[src/rtl/oven_pkg.sv]
// Shared types and constants for the oven cook-cycle controller:
// FSM state encoding, BCD digit widths, and the MM:SS saturation limit.
package oven_pkg;

  typedef enum logic [1:0] {
    IDLE   = 2'd0,
    COOK   = 2'd1,
    PAUSED = 2'd2,
    DONE   = 2'd3
  } state_t;

  localparam int ONES_W = 4;
  localparam int TENS_W = 3;

  localparam logic [ONES_W-1:0] BCD_MAX_ONES = 4'd9;
  localparam logic [TENS_W-1:0] BCD_MAX_TENS = 3'd5;

  typedef struct packed {
    logic [TENS_W-1:0] min_tens;
    logic [ONES_W-1:0] min_ones;
    logic [TENS_W-1:0] sec_tens;
    logic [ONES_W-1:0] sec_ones;
  } mmss_t;

  localparam mmss_t MMSS_SAT = '{min_tens: BCD_MAX_TENS, min_ones: BCD_MAX_ONES,
                                 sec_tens: BCD_MAX_TENS, sec_ones: BCD_MAX_ONES};
  localparam mmss_t MMSS_ONE = '{min_tens: '0, min_ones: '0,
                                 sec_tens: '0, sec_ones: ONES_W'(1)};

endpackage

[src/rtl/oven_mmss_bcd_counter.sv]
// MM:SS BCD cook-time register with clear, borrow-chained decrement and
// saturating add-30; decrement is applied before the add in the same cycle.
module mmss_bcd_counter
  import oven_pkg::*;
(
  input  logic  clk,
  input  logic  rst,
  input  logic  clr,
  input  logic  dec,
  input  logic  add30,
  output mmss_t count,
  output logic  zero,
  output logic  at_one
);

  localparam int SUM_W = TENS_W + 1;

  mmss_t count_q, count_d, dec_val;
  logic [SUM_W-1:0] sec_tens_sum;

  always_comb begin
    dec_val = count_q;
    if (dec && !zero) begin
      if (count_q.sec_ones != '0) begin
        dec_val.sec_ones = count_q.sec_ones - ONES_W'(1);
      end else begin
        dec_val.sec_ones = BCD_MAX_ONES;
        if (count_q.sec_tens != '0) begin
          dec_val.sec_tens = count_q.sec_tens - TENS_W'(1);
        end else begin
          dec_val.sec_tens = BCD_MAX_TENS;
          if (count_q.min_ones != '0) begin
            dec_val.min_ones = count_q.min_ones - ONES_W'(1);
          end else begin
            dec_val.min_ones = BCD_MAX_ONES;
            dec_val.min_tens = count_q.min_tens - TENS_W'(1);
          end
        end
      end
    end

    // Adding 30 s only touches sec_tens; a carry ripples into the minutes.
    count_d      = dec_val;
    sec_tens_sum = {1'b0, dec_val.sec_tens} + SUM_W'(3);
    if (add30) begin
      if (sec_tens_sum > {1'b0, BCD_MAX_TENS}) begin
        count_d.sec_tens = TENS_W'(sec_tens_sum - SUM_W'(6));
        if (dec_val.min_ones == BCD_MAX_ONES) begin
          count_d.min_ones = '0;
          if (dec_val.min_tens == BCD_MAX_TENS) begin
            count_d = MMSS_SAT;
          end else begin
            count_d.min_tens = dec_val.min_tens + TENS_W'(1);
          end
        end else begin
          count_d.min_ones = dec_val.min_ones + ONES_W'(1);
        end
      end else begin
        count_d.sec_tens = sec_tens_sum[TENS_W-1:0];
      end
    end

    if (clr) begin
      count_d = '0;
    end
  end

  always_ff @(posedge clk or posedge rst) begin
    if (rst) begin
      count_q <= '0;
    end else begin
      count_q <= count_d;
    end
  end

  assign count  = count_q;
  assign zero   = (count_q == '0);
  assign at_one = (count_q == MMSS_ONE);

endmodule

[src/rtl/oven_cook_ctrl.sv]
// Oven cook-cycle controller: button edge detect, cook FSM, 1 s prescaler and
// DONE beeper. Define OVEN_BEEP_PULSE_EN for a chirping beep instead of steady.
module oven_cook_ctrl
  import oven_pkg::*;
#(
  parameter int unsigned TICK_DIV    = 50_000_000,
  parameter int unsigned BEEP_CYCLES = 100_000_000
) (
  input  logic              clk,
  input  logic              rst,
  input  logic              btn_start,
  input  logic              btn_stop,
  input  logic              btn_add30,
  input  logic              door_open,
  output logic [ONES_W-1:0] sec_ones,
  output logic [TENS_W-1:0] sec_tens,
  output logic [ONES_W-1:0] min_ones,
  output logic [TENS_W-1:0] min_tens,
  output logic              heater_on,
  output logic              beep,
  output logic [1:0]        state
);

  localparam int TICK_W = (TICK_DIV > 1) ? $clog2(TICK_DIV) : 1;
  localparam int BEEP_W = (BEEP_CYCLES > 1) ? $clog2(BEEP_CYCLES) : 1;
  localparam logic [TICK_W-1:0] TICK_LAST = TICK_W'(TICK_DIV - 1);
  localparam logic [BEEP_W-1:0] BEEP_LAST = BEEP_W'(BEEP_CYCLES - 1);

  state_t state_q, state_d;
  logic start_prev_q, start_prev_d;
  logic stop_prev_q, stop_prev_d;
  logic add_prev_q, add_prev_d;
  logic [TICK_W-1:0] tick_cnt_q, tick_cnt_d;
  logic [BEEP_W-1:0] beep_cnt_q, beep_cnt_d;
  logic heater_q, heater_d;
  logic beep_q, beep_d;
  logic start_e, stop_e, add_e, tick;
  logic clr, dec, add;
  mmss_t count;
  logic zero, at_one;

  mmss_bcd_counter u_counter (
    .clk   (clk),
    .rst   (rst),
    .clr   (clr),
    .dec   (dec),
    .add30 (add),
    .count (count),
    .zero  (zero),
    .at_one(at_one)
  );

  always_comb begin
    start_prev_d = btn_start;
    stop_prev_d  = btn_stop;
    add_prev_d   = btn_add30;
    start_e      = btn_start & ~start_prev_q;
    stop_e       = btn_stop & ~stop_prev_q;
    add_e        = btn_add30 & ~add_prev_q;
  end

  // Same-cycle priority is stop, then door, then start; add30 rides along.
  always_comb begin
    state_d    = state_q;
    clr        = 1'b0;
    dec        = 1'b0;
    add        = 1'b0;
    tick       = 1'b0;
    tick_cnt_d = '0;
    beep_cnt_d = '0;
    case (state_q)
      IDLE: begin
        if (stop_e) begin
          clr = 1'b1;
        end else begin
          add = add_e;
          if (start_e && !door_open) begin
            state_d = COOK;
            if (zero) add = 1'b1;
          end
        end
      end
      COOK: begin
        add = add_e;
        if (tick_cnt_q == TICK_LAST) begin
          tick = 1'b1;
        end else begin
          tick_cnt_d = tick_cnt_q + TICK_W'(1);
        end
        if (stop_e || door_open) begin
          state_d    = PAUSED;
          tick_cnt_d = '0;
        end else if (tick) begin
          dec = 1'b1;
          if (at_one && !add_e) state_d = DONE;
        end
      end
      PAUSED: begin
        if (stop_e) begin
          state_d = IDLE;
          clr     = 1'b1;
        end else begin
          add = add_e;
          if (start_e && !door_open) state_d = COOK;
        end
      end
      DONE: begin
        if (start_e || stop_e || add_e || door_open) begin
          state_d = IDLE;
        end else if (beep_cnt_q == BEEP_LAST) begin
          state_d = IDLE;
        end else begin
          beep_cnt_d = beep_cnt_q + BEEP_W'(1);
        end
      end
      default: state_d = IDLE;
    endcase
    heater_d = (state_d == COOK);
  end

`ifdef OVEN_BEEP_PULSE_EN
  localparam int unsigned CHIRP_DIV = (TICK_DIV / 4 > 0) ? TICK_DIV / 4 : 1;
  localparam int CHIRP_W = (CHIRP_DIV > 1) ? $clog2(CHIRP_DIV) : 1;
  localparam logic [CHIRP_W-1:0] CHIRP_LAST = CHIRP_W'(CHIRP_DIV - 1);

  logic [CHIRP_W-1:0] chirp_cnt_q, chirp_cnt_d;

  always_comb begin
    beep_d      = 1'b0;
    chirp_cnt_d = '0;
    if (state_d == DONE) begin
      if (state_q != DONE) begin
        beep_d = 1'b1;
      end else if (chirp_cnt_q == CHIRP_LAST) begin
        beep_d = ~beep_q;
      end else begin
        beep_d      = beep_q;
        chirp_cnt_d = chirp_cnt_q + CHIRP_W'(1);
      end
    end
  end

  always_ff @(posedge clk or posedge rst) begin
    if (rst) begin
      chirp_cnt_q <= '0;
    end else begin
      chirp_cnt_q <= chirp_cnt_d;
    end
  end
`else
  always_comb begin
    beep_d = (state_d == DONE);
  end
`endif

  always_ff @(posedge clk or posedge rst) begin
    if (rst) begin
      state_q      <= IDLE;
      start_prev_q <= 1'b0;
      stop_prev_q  <= 1'b0;
      add_prev_q   <= 1'b0;
      tick_cnt_q   <= '0;
      beep_cnt_q   <= '0;
      heater_q     <= 1'b0;
      beep_q       <= 1'b0;
    end else begin
      state_q      <= state_d;
      start_prev_q <= start_prev_d;
      stop_prev_q  <= stop_prev_d;
      add_prev_q   <= add_prev_d;
      tick_cnt_q   <= tick_cnt_d;
      beep_cnt_q   <= beep_cnt_d;
      heater_q     <= heater_d;
      beep_q       <= beep_d;
    end
  end

  assign sec_ones  = count.sec_ones;
  assign sec_tens  = count.sec_tens;
  assign min_ones  = count.min_ones;
  assign min_tens  = count.min_tens;
  assign heater_on = heater_q;
  assign beep      = beep_q;
  assign state     = state_q;

endmodule

[config.mk]
export PLATFORM = sky130hd
export DESIGN_NAME = oven_cook_ctrl
export DESIGN_NICKNAME = d
export VERILOG_FILES = /design/src/rtl/oven_pkg.sv /design/src/rtl/oven_mmss_bcd_counter.sv /design/src/rtl/oven_cook_ctrl.sv
export SDC_FILE = /design/constraint.sdc
export NUM_CORES = 1
export LEC_CHECK = 0
export CELL_PAD_IN_SITES_DETAIL_PLACEMENT = 1
export CELL_PAD_IN_SITES_GLOBAL_PLACEMENT = 2
export CORE_MARGIN = 4
export CORE_UTILIZATION = 25
export CTS_BUF_LIST = sky130_fd_sc_hd__clkbuf_8 sky130_fd_sc_hd__clkbuf_16
export CTS_CLUSTER_DIAMETER = 100
export DETAILED_ROUTE_END_ITERATION = 12
export MAX_ROUTING_LAYER = met4
export PLACE_DENSITY = 0.53
export SETUP_SLACK_MARGIN = 0.5
export SKIP_LAST_GASP = 1
export SYNTH_ARGS = -nofsm -noshare
export SYNTH_HDL_FRONTEND = slang
export SYNTH_SLANG_ARGS = --single-unit
[constraint.sdc]
create_clock -name clk -period 5.8 [get_ports clk]
set_input_delay 1.16 -clock clk [delete_from_list [all_inputs] [get_ports clk]]
set_output_delay 1.16 -clock clk [all_outputs]
set_load 0.1 [all_outputs]
# Yosys cells after proc, flatten, opt, wreduce, memory -nomap -nowiden
# Index checks and enable logic that the tools add are counted.
# word_totals
inputBits,6
mem_bits_ro,0
latchBits,0
ff_bits,74
ramBits,0
n_memories,0
word_cells,99
# classes
shift,0
magnitude_cmp,1
reduce_logical,16
n_div,0
n_addsub,10
n_mul,0
mux,44
n_eq_ne,10
bitwise_logic,6
# op_table
cell,count
$mux W27,3
$mux W26,3
$mux W14,3
$add A27 B1 Y27 const B,1
$eq A27 B27 Y1 const B,1
$add A26 B1 Y26 const B,1
$eq A26 B26 Y1 const B,1
$mux W7,3
$mux W2,8
$mux W4,4
$mux W3,5
$eq A14 B1 Y1 const B,1
$logic_not A14 Y1,1
$mux W1,11
$mux W11,1
$mux W10,1
$pmux W2 S4,1
$reduce_bool A4 Y1,2
$sub A4 B1 Y4 const B,2
$eq A2 B2 Y1 const B,3
$sub A3 B1 Y3 const B,2
$add A3 B2 Y4 const B,1
$add A4 B1 Y4 const B,1
$eq A2 B1 Y1 const B,2
other kinds (14),25

# Depth between registers and ports, before layout
# depth
ltp_word,15
ltp_mapped,14

# Hierarchy
# A second synthesis with hierarchy kept.
# hier_totals
hier_cells,498
area_unflattened_um2,4485.6
# by_module_without_submodules
module,cells_each,seq_area_each_um2,area_each_um2,instances
oven_cook_ctrl,327,1501.4,3129.3,1
mmss_bcd_counter,171,350.3,1356.3,1

# Worst setup path before layout
# OpenSTA, ideal clock, no wires.
# synth_timing
path_kind,register -> register
from,register u_counter.count_q (netlist bit u_counter.count[1])
to,register u_counter.count_q (netlist bit u_counter.count[13])
stages_incl_launch_ff,15
setup_slack_ns,1.995
t_arrival_ns,3.669
cell_sequence,dfrtp_1 > inv_1 > ha_1 > or3b_1 > nor4b_2 > nand4_1 > or3_1 > buf_6 > and2_2 > inv_1 > ha_1 > o211a_1 > nand4b_4 > nor3_1 > nor3_2
# synth_lines
item,line,text
from (decl),oven_mmss_bcd_counter.sv:18,"mmss_t count_q, count_d, dec_val;"
from (signal assigned),oven_mmss_bcd_counter.sv:72,count_q <= count_d;

==> flow_summary.toml <==
[drt]
drt-total-wl_mm = 10.7
vias_per_cell = 4.74
wire_per_inst_um = 15.5
firstDrtPassIters = 4
vias = 3264
drc = 0
drt_iter0_drc = 139
final_antenna_net_count = 0

[power]
power_frac_comb_pct = 26.4
p_switching_uw = 559
sw_frac_of_total_pct = 35.7
clkPwrFrac_pct = 36.8
p_per_area_nw_per_um2 = 320
ir_drop_uv = 162
seqPwrFrac_pct = 36.8
total_power_mw = 1.57
p_leak_nw = 1.93
cellInternalPower_mw = 1.01

[synth]
avgSynthCellArea_um2 = 9.30
postSynthCellCount = 440
netlist_area_um2 = 4090
synth_compound_area_share_pct = 8.69
synthMuxAreaShare_pct = 1.68
yosysWarnings = 0
synth-simple-area-share_pct = 28.9
synth_top_family_by_area = "simple AND/OR/NAND/NOR gates"
synth_edf_count = 0
async_flop_share_pct = 100
synth_fa_ha_area_share_pct = 2.45
synthFlopType = "dfrtp_1"
syn_nets = 454
synth-seq-cells = 74
synth_xor_xnor_area_share_pct = 10.1
ys_seq_area_share_pct = 45.3
ys_types = 56

[clock_network]
clk_latency_ns = 0.35
path_clk_slew_ns = 0.06
htreeDepth = 3
cts_num_sinks = 74
cts_setup_buffers = 0
cts-root-buf = "clkbuf_16"
cts_hold_buffers = 0
cts_buffers = 9
clk_path_buf_depth = 2
cts_tree = "done"
post_cts_resized = 0

[setup_path]
setup.worst_path.end_class = "register"
critPathKind = "in -> reg"
crit_path_max_incr_delay_ns = 0.50
crit_fanout = 8
worstPathArrival_ns = 4.36
cp.buffers_inverters = 2
rr_startpoint = "u_counter.count[1]$_DFF_PP0_"
regToRegSetupSlack_ns = 1.93
slowest_stage = "or3_1"
rr_endpoint = "u_counter.count[1]$_DFF_PP0_"
r2r_cells = 13
worstSetupStartpointType = "input port"
critPathTopFamily = "simple AND/OR/NAND/NOR gates"
worstPathRequired_ns = 6.02
crit_path_start = "btn_stop"
crit_chain = "clkdlybuf4s50_1, nor2b_1, nor4b_2, nand4_1, or3_1, and2_2, inv_1, ha_1, o211a_1, nand4_1, o21ai_1, nor2_1"
path_common_cell = "nand4_1"

[placed_design]
hpwl_mm = 7.64
finalWeightedCongestion = 0.747
io_buffers = 23
dp.cells = 674

[cells_and_area]
fillers = 1836
drive_above_1_share_pct = 7.61
nNetsFinal = 483
areaGrowthSynthToFinish_pct = 19.5
antenna_cells = 0
final_core_util_pct = 30.7
fin_cells = 689

[timing]
skew_ns = 0.00805
period_minus_slack_ns = 4.14
fin_crit_sh_pct = 71.4
setup_viol = 0
hold_ws_ns = 0.487
tns_ns = 0
hold_viol_final = 0
relSlewSlack_pct = 26.7
slew_viol_final = 0
worstMarginPinSlew_ns = 1.10
rsz0062_at_grt = "false"
fmaxAchievable_mhz = 241

[floorplanning]
die_w_um = 136
ios = 24
initial_core_util_pct = 25.7
dieArea_um2 = 18500
die_h_um = 136
rows = 46
fp.coreArea_um2 = 15900

[grt]
grtUsageTotal_pct = 13.1
antenna_found_initial = 0
overflow = 0
grt_pass1_vias = 3438
grt_pass1_wl_mm = 18.3
grt_max_degree = 39

[outcome]
status = "finished clean"

[min_path]
min_from = "tick_cnt_q[0]$_DFF_PP0_"
min_path_cells = 1
min_to = "tick_cnt_q[0]$_DFF_PP0_"
hp-class = "reg -> reg"

[run]
cap_violations = 0
==> layout make-up <==
type / count / area (um^2) / share of cell area, %
Multi-Input combinational cell: 338 / 2130 / 43.6
Clock inverter: 4 / 51.3 / 1.05
Timing Repair Buffer: 27 / 260 / 5.32
Clock buffer: 11 / 253 / 5.17
Inverter: 19 / 71.3 / 1.46
Tap cell: 216 / 270 / 5.53
Sequential cell: 74 / 1850 / 37.9
==> sequential cells by signal, summed over array words and instances (netlist names), 2 cells and up <==
| register | cells |
|---|---|
| state | 2 |
| u_counter.count | 14 |
| beep_cnt_q | 27 |
| tick_cnt_q | 26 |
==> per-layer routing <==
metal / track usage, % / wire length [um]
met1: 16.8 / 5310
met2: 20.3 / 4920
met3: 3.29 / 315
met4: 4.20 / 161
met5: - / 0
==> synthesized netlist by cell type (4+ instances only) <==
cell type,count,area [um^2]
nor2_1,75,282
or3_1,10,62.6
nor4b_1,4,35.0
xnor2_1,17,149
ha_1,8,100
nand4_1,12,75.1
nor3_1,6,30.0
nand3_1,33,165
and3_1,7,43.8
nand2b_1,6,37.5
inv_1,19,71.3
nand2_1,40,150
and2_1,4,25.0
clkbuf_1,7,26.3
a21oi_1,14,70.1
o21ai_0,15,75.1
nor2b_1,4,25.0
dfrtp_1,74,1850
xor2_1,30,263
nor4_1,4,25.0
==> worst reg2reg max path, delay by kind of cell (launching register included) <==
family / cells / cell delay (ns)
adders and majority gates: 2 / 0.35
buffers and inverters: 2 / 0.19
AOI/OAI and AO/OA: 2 / 0.57
and+or+nand+nor: 7 / 2.22
DFF: 1 / 0.42
==> power groups by stage <==
stage	Sequential [mW]	Combinational, mW	Clock [mW]
final	0.577	0.413	0.576
after global routing	0.582	0.446	0.627
after CTS	0.578	0.418	0.608
after detailed placement	0.587	0.417	0
after global placement	0.588	0.418	0
after floorplan	0.701	0.195	0
==> how the worst max path moves through the flow <==
stage / endpoint / slack [ns] / depth (start not counted)
after floorplan: u_counter.count[13]$_DFF_PP0_ / 2.00 / 14
after global placement: u_counter.count[5]$_DFF_PP0_ / 1.37 / 12
after detailed placement: u_counter.count[1]$_DFF_PP0_ / 1.27 / 12
after CTS: u_counter.count[1]$_DFF_PP0_ / 1.64 / 12
after global routing: u_counter.count[1]$_DFF_PP0_ / 1.43 / 12
final: u_counter.count[1]$_DFF_PP0_ / 1.66 / 12
==> cell families (layout without fill, tap and decap cells) <==
family,after synthesis,count (layout)
adder cells (fa/ha/maj),8,8
flip-flops,74,74
buffers and inverters,28,61
AND/OR/NAND/NOR,225,225
XOR/XNOR,47,47
multiplexers,5,5
AO/OA/AOI/OAI,53,53
==> stage by stage <==
step           area, um^2  setup slack [ns]
6_report             4890              1.66
5_1_grt              4890              1.43
4_1_cts              4890              1.64
3_5_place_dp         4590              1.27
3_3_place_gp         4590              1.37
2_1_floorplan        4090              2.00
==> cells in the final DEF (no fill, tap or decap), types with 3 or more instances in the layout <==
master / netlist / routed
a21oi_1: 14 / 14
a31oi_1: 3 / 3
and2_1: 4 / 4
and3_1: 7 / 7
buf_4: 0 / 4
clkbuf_16: 0 / 9
clkdlybuf4s50_1: 0 / 23
dfrtp_1: 74 / 74
ha_1: 8 / 8
inv_1: 19 / 18
nand2_1: 40 / 40
nand2b_1: 6 / 6
nand3_1: 33 / 33
nand4_1: 12 / 12
nand4b_1: 3 / 3
nor2_1: 75 / 75
nor2b_1: 4 / 4
nor3_1: 6 / 6
nor3b_1: 3 / 3
nor4_1: 4 / 4
nor4b_1: 4 / 4
o21ai_0: 15 / 15
or3_1: 10 / 10
xnor2_1: 17 / 17
xor2_1: 30 / 30
(Power assumes the default switching activity.)
